===== src/rtl/fetch_unit.sv =====
// Instruction fetch stage: issues in-order imem requests, queues responses with their PCs,
// presents them to decode and drops stale responses after a redirect. Option: FETCH_MISALIGN_EN.
module fetch_unit #(
    parameter int unsigned DEPTH = 2
) (
    input  logic        clk,
    input  logic        rst,
    input  logic [31:0] pc,
    output logic [31:0] pc_next,
    output logic        imem_req_valid,
    input  logic        imem_req_ready,
    output logic [31:0] imem_req_addr,
    input  logic        imem_resp_valid,
    input  logic [31:0] imem_resp_data,
    input  logic        redirect_valid,
    input  logic [31:0] redirect_pc,
    output logic        if_valid,
    input  logic        if_ready,
    output logic [31:0] if_pc,
    output logic [31:0] if_instr
`ifdef FETCH_MISALIGN_EN
    ,
    output logic        if_misalign
`endif
);

    localparam int AW = $clog2(DEPTH);
    localparam int CW = AW + 1;
    // Stale responses can outnumber DEPTH after back-to-back redirects.
    localparam int DW = 8;

    logic [31:0]    pc_q    [DEPTH];
    logic [31:0]    instr_q [DEPTH];
    logic [DEPTH-1:0] filled_q;
    logic [DEPTH-1:0] mis_q;

    logic [AW-1:0]  head_q, head_d;
    logic [AW-1:0]  fill_q, fill_d;
    logic [AW-1:0]  tail_q, tail_d;
    logic [CW-1:0]  count_q, count_d;
    logic [CW-1:0]  owed_q, owed_d;
    logic [DW-1:0]  discard_q, discard_d;

    logic full, fire, alloc, alloc_mis, xfer, fill_en, drop_en;

    always_comb begin
        full = (count_q == CW'(DEPTH));
`ifdef FETCH_MISALIGN_EN
        imem_req_valid = !rst && !full && !redirect_valid && (pc[1:0] == 2'b00);
        alloc_mis      = !rst && !full && !redirect_valid && (pc[1:0] != 2'b00);
        imem_req_addr  = pc;
`else
        imem_req_valid = !rst && !full && !redirect_valid;
        alloc_mis      = 1'b0;
        imem_req_addr  = {pc[31:2], 2'b00};
`endif
        fire  = imem_req_valid && imem_req_ready;
        alloc = fire || alloc_mis;

        if (redirect_valid)
            pc_next = redirect_pc;
        else if (fire)
            pc_next = pc + 32'd4;
        else
            pc_next = pc;

        if_valid = !rst && filled_q[head_q] && (count_q != '0) && !redirect_valid;
        if_pc    = pc_q[head_q];
        if_instr = instr_q[head_q];
        xfer     = if_valid && if_ready;

        drop_en = imem_resp_valid && (discard_q != '0);
        fill_en = imem_resp_valid && (discard_q == '0) && (owed_q != '0) && !redirect_valid;
    end

`ifdef FETCH_MISALIGN_EN
    assign if_misalign = if_valid && mis_q[head_q];
`endif

    always_comb begin
        head_d    = head_q;
        fill_d    = fill_q;
        tail_d    = tail_q;
        count_d   = count_q;
        owed_d    = owed_q;
        discard_d = discard_q;
        if (redirect_valid) begin
            head_d  = '0;
            fill_d  = '0;
            tail_d  = '0;
            count_d = '0;
            owed_d  = '0;
            // A response landing now pays off one of the owed/stale responses.
            discard_d = discard_q + DW'(owed_q)
                        - DW'(imem_resp_valid && ((discard_q != '0) || (owed_q != '0)));
        end else begin
            if (drop_en) discard_d = discard_q - 1'b1;
            if (fill_en) fill_d = fill_q + 1'b1;
            if (xfer)    head_d = head_q + 1'b1;
            if (alloc)   tail_d = tail_q + 1'b1;
            count_d = count_q + CW'(alloc) - CW'(xfer);
            owed_d  = owed_q + CW'(fire) - CW'(fill_en);
        end
    end

    always_ff @(posedge clk) begin
        if (rst) begin
            head_q    <= '0;
            fill_q    <= '0;
            tail_q    <= '0;
            count_q   <= '0;
            owed_q    <= '0;
            discard_q <= '0;
            filled_q  <= '0;
            mis_q     <= '0;
            for (int i = 0; i < int'(DEPTH); i++) begin
                pc_q[i]    <= '0;
                instr_q[i] <= '0;
            end
        end else begin
            head_q    <= head_d;
            fill_q    <= fill_d;
            tail_q    <= tail_d;
            count_q   <= count_d;
            owed_q    <= owed_d;
            discard_q <= discard_d;
            if (redirect_valid) begin
                filled_q <= '0;
                mis_q    <= '0;
            end else begin
                if (fill_en) begin
                    instr_q[fill_q]  <= imem_resp_data;
                    filled_q[fill_q] <= 1'b1;
                end
                if (xfer) begin
                    filled_q[head_q] <= 1'b0;
                    mis_q[head_q]    <= 1'b0;
                end
                // Misaligned entries are complete at allocation with a zero instruction.
                if (alloc) begin
                    pc_q[tail_q]     <= pc;
                    instr_q[tail_q]  <= '0;
                    filled_q[tail_q] <= alloc_mis;
                    mis_q[tail_q]    <= alloc_mis;
                end
            end
        end
    end

endmodule

===== config.mk =====
export PLATFORM = sky130hd
export DESIGN_NAME = fetch_unit
export DESIGN_NICKNAME = d
export VERILOG_FILES = /design/src/rtl/fetch_unit.sv
export SDC_FILE = /design/constraint.sdc
export NUM_CORES = 1
export LEC_CHECK = 0
export CAP_MARGIN = 15
export CORE_ASPECT_RATIO = 0.75
export CORE_MARGIN = 4
export CORE_UTILIZATION = 52
export CTS_CLUSTER_DIAMETER = 120
export DETAILED_ROUTE_END_ITERATION = 7
export PLACE_DENSITY = 0.91
export SYNTH_ARGS = -nofsm -noshare
export SYNTH_HDL_FRONTEND = slang
export SYNTH_SLANG_ARGS = --single-unit
export TNS_END_PERCENT = 20

===== constraint.sdc =====
create_clock -name clk -period 6.05 [get_ports clk]
set_input_delay 1.21 -clock clk [delete_from_list [all_inputs] [get_ports clk]]
set_output_delay 1.21 -clock clk [all_outputs]
set_load 0.05 [all_outputs]

==> out/qor.csv <==
metric;value;unit
result of the run;completed;
sequential cell area fraction in the yosys report;44.5;%
HP Class;reg2reg;
post-synth top area share;24.0;%
top routing layer in use;met4;
R2R depth;14;
post-synthesis instance total;856;
post-placement worst setup slack;0.608;ns
critical path class;in2out;
drc violations;0;
total grt overflow;0;
met3 wire length;1.73;mm
Reg area;3560;µm²
number of buffers inserted during clock tree synthesis;17;
Post-CTS Hold Buffers;0;
Layout fillers;1065;
Max Fanout on Critical Path;8;
period utilisation layout;91.3;%
r2r startpoint;discard_q[5];
setup total negative slack;0;ns
Slew @ Worst Pin;1.13;ns
number of enable flip-flop cells after synthesis;64;
sum of net half-perimeters after detailed placement;16.4;mm
worst path required time;4.84;ns
wire length of the first global-routing pass;35.4;mm
TritonRoute pass-1 iters;6;
antenna fix cells;0;
initial antenna violation count;0;
area of the die;17500;µm²
worst reg2reg endpoint;discard_q[6];
static leakage power;3.97;nW
clock-pin slew reported for the worst setup and hold paths after clock tree synthesis;0.06;ns
wirelength, routed;22.7;mm
Port Buffer Count;229;
area taken by multi-input logic gates;3870;µm²
most common library cell in the layout ignoring fill and taps;sky130_fd_sc_hd__clkdlybuf4s50_1;
routed wire length on met2;11.1;mm
Area growth, synth to finish;34.6;%
mean instance size in the synthesized netlist;9.35;µm²
post-route cell area;10800;µm²
buffering stage count on the worst path with inverters included;2;
I/O pin count;232;
Main synth FF type;sky130_fd_sc_hd__dfxtp_1;
setup slack after layout;0.527;ns
Via Count;6876;
DR iter-0 viols;583;
slack of the worst reg-to-reg path;2.57;ns
final layout net count;1158;
fin crit period;5.52;ns
Worst Setup End Kind;output port;
cell family with the largest share of critical-path delay;buffers and inverters;
CTS Root Cell;sky130_fd_sc_hd__clkbuf_16;
number of register bits inferred by synthesis;146;
initial core utilization;54.2;%
number of library cell types mapped by synthesis;56;
global placement routability congestion;0.856;
Top cell by count, worst path;sky130_fd_sc_hd__clkdlybuf4s50_1;
detailed-route wire length per cell;18.2;µm
Post-Place Cell Area;10200;µm²
CP Launch Type;input pin;
cell count along the critical path;7;
vias in the first global route;6718;
die width;151;µm
chain of cells forming the critical path;clkdlybuf4s50_1 -> nand4_4 -> or3_1 -> nor4_4 -> xor2_1 -> mux2_2 -> clkdlybuf4s50_1;
number of buffers inserted to repair setup after CTS;0;
ratio of total power to cell area;267;nW/µm²
origin of the worst setup path;pc[5];
biggest area contributors in the synthesized netlist;sky130_fd_sc_hd__edfxtp_1, sky130_fd_sc_hd__dfxtp_1, sky130_fd_sc_hd__mux2_2;
Ys Warns;0;
arrival time at the worst endpoint;4.31;ns
CP max-delay cell;sky130_fd_sc_hd__clkdlybuf4s50_1;
area of the core region;14800;µm²
Resize count post-CTS;0;
DRT met1 WL;9.26;mm
clock tree from TritonCTS;done;
layout cell share with drive strength beyond 1;12.7;%
post-detailed-route count of antenna-violating nets;0;
worst slew slack as a fraction of its limit;24.8;%
post-route clock skew;0.0109;ns
destination of the critical timing path;pc_next[24];
Critical Path Max Stage Delay;0.79;ns
commonest cells after routing, fill and taps aside;sky130_fd_sc_hd__clkdlybuf4s50_1, sky130_fd_sc_hd__nand2_1, sky130_fd_sc_hd__dfxtp_1, sky130_fd_sc_hd__a21oi_1, sky130_fd_sc_hd__mux2_2;
Max-Cap Viols;0;
max-slew violation count;0;
vertical extent of the die;115;µm
placement row count;38;
detailed-route vias per instance;5.52;
utilization after layout;72.9;%
setup violators final;0;
buffer depth of the longest clock path;2;
netlist area before placement;8010;µm²
clock sink count;146;
Max Fclk;181;MHz
GRT Util Overall;25.8;%
cell type with the largest total area after synthesis;sky130_fd_sc_hd__edfxtp_1;
highest ir drop seen on vdd;0.229;mV
fraction of synthesis flops using an asynchronous set or reset pin;0;%
CTS H-tree lvls;4;
largest net degree at the start of global routing;68;
clock latency of the later-clocked register in the worst-skew pair;0.42;ns
RSZ-0062 raised after global routing;false;
Hold Violations, Final;0;
## through the flow
step / power, W / cells / hold WS, ns
after floorplan: 0.00164 / 857 / 0.433
after global placement: 0.00186 / 1213 / 0.438
after detailed placement: 0.00188 / 1213 / 0.445
after CTS: 0.00289 / 1245 / 0.454
after global routing: 0.00300 / 1246 / 0.473
final: 0.00287 / 1246 / 0.454
## metal layers
layer | up-vias | GRT usage (%)
li1 | 3251 | -
met1 | 3299 | 33.8
met2 | 277 | 43.2
met3 | 49 | 5.20
met4 | 0 | 8.45
met5 | - | 0
## synthesized netlist by cell type, drive strengths merged (2+ instances only)
library cell	n
a211oi	6
a21o	3
a21oi	73
a311oi	2
a31oi	3
and2	55
and3	5
and4	3
buf	50
clkbuf	35
dfxtp	82
edfxtp	64
ha	22
inv	30
mux2	67
nand2	167
nand2b	6
nand3	20
nand4	11
nor2	23
nor2b	5
nor3	19
nor4	10
nor4b	2
o211ai	2
o21ai	25
o22ai	2
o31a	2
o31ai	2
or2	4
or4	3
xnor2	27
xor2	14
## power breakdown
part | total [W] | internal [W] | switching, W
Clock | 0.00100 | 0.000560 | 0.000441
Sequential | 0.00110 | 0.00107 | 0.0000250
Combinational | 0.000777 | 0.000315 | 0.000462
## state kept, by name (all words and copies together), names as in the netlist, named ones only
register,cells
instr_q,64
pc_q,64
discard_q,8
count_q,2
filled_q,2
tail_q,1
owed_q,2
fill_q,1
head_q,1
## tightest hold or removal path, stage by stage (launching register included)
cell	delay, ns
sky130_fd_sc_hd__dfxtp_1	0.30
sky130_fd_sc_hd__nand2_1	0.05
sky130_fd_sc_hd__a21oi_1	0.05
## logic make-up after synthesis
kind of cell / synth area share [%]
and+or+nand+nor: 21.9
muxes: 9.55
AOI/OAI and AO/OA: 8.52
adders and majority gates: 3.69
xor gates and xnor gates: 4.48
buffers and inverters: 7.30
DFF: 44.5
other: 0.0468
## worst min path at each step
stage	startpoint	endpoint	cells past startpoint
3_3_place_gp	instr_q[1][30]	instr_q[1][30]	2
5_1_grt	instr_q[1][30]	instr_q[1][30]	2
6_report	instr_q[0][6]	instr_q[0][6]	2
3_5_place_dp	instr_q[1][23]	instr_q[1][23]	2
4_1_cts	instr_q[1][23]	instr_q[1][23]	2
2_1_floorplan	instr_q[1][0]	instr_q[1][0]	2
## layout make-up
class | count | area share [%]
tap | 200 | 2.32
timing repair buffer | 242 | 22.3
inverter | 31 | 1.08
clock inverter | 14 | 1.09
multi-input combinational | 595 | 35.9
sequential | 146 | 33.1
clock buffer | 18 | 4.18
No activity file was read; power rests on OpenSTA's default activity.
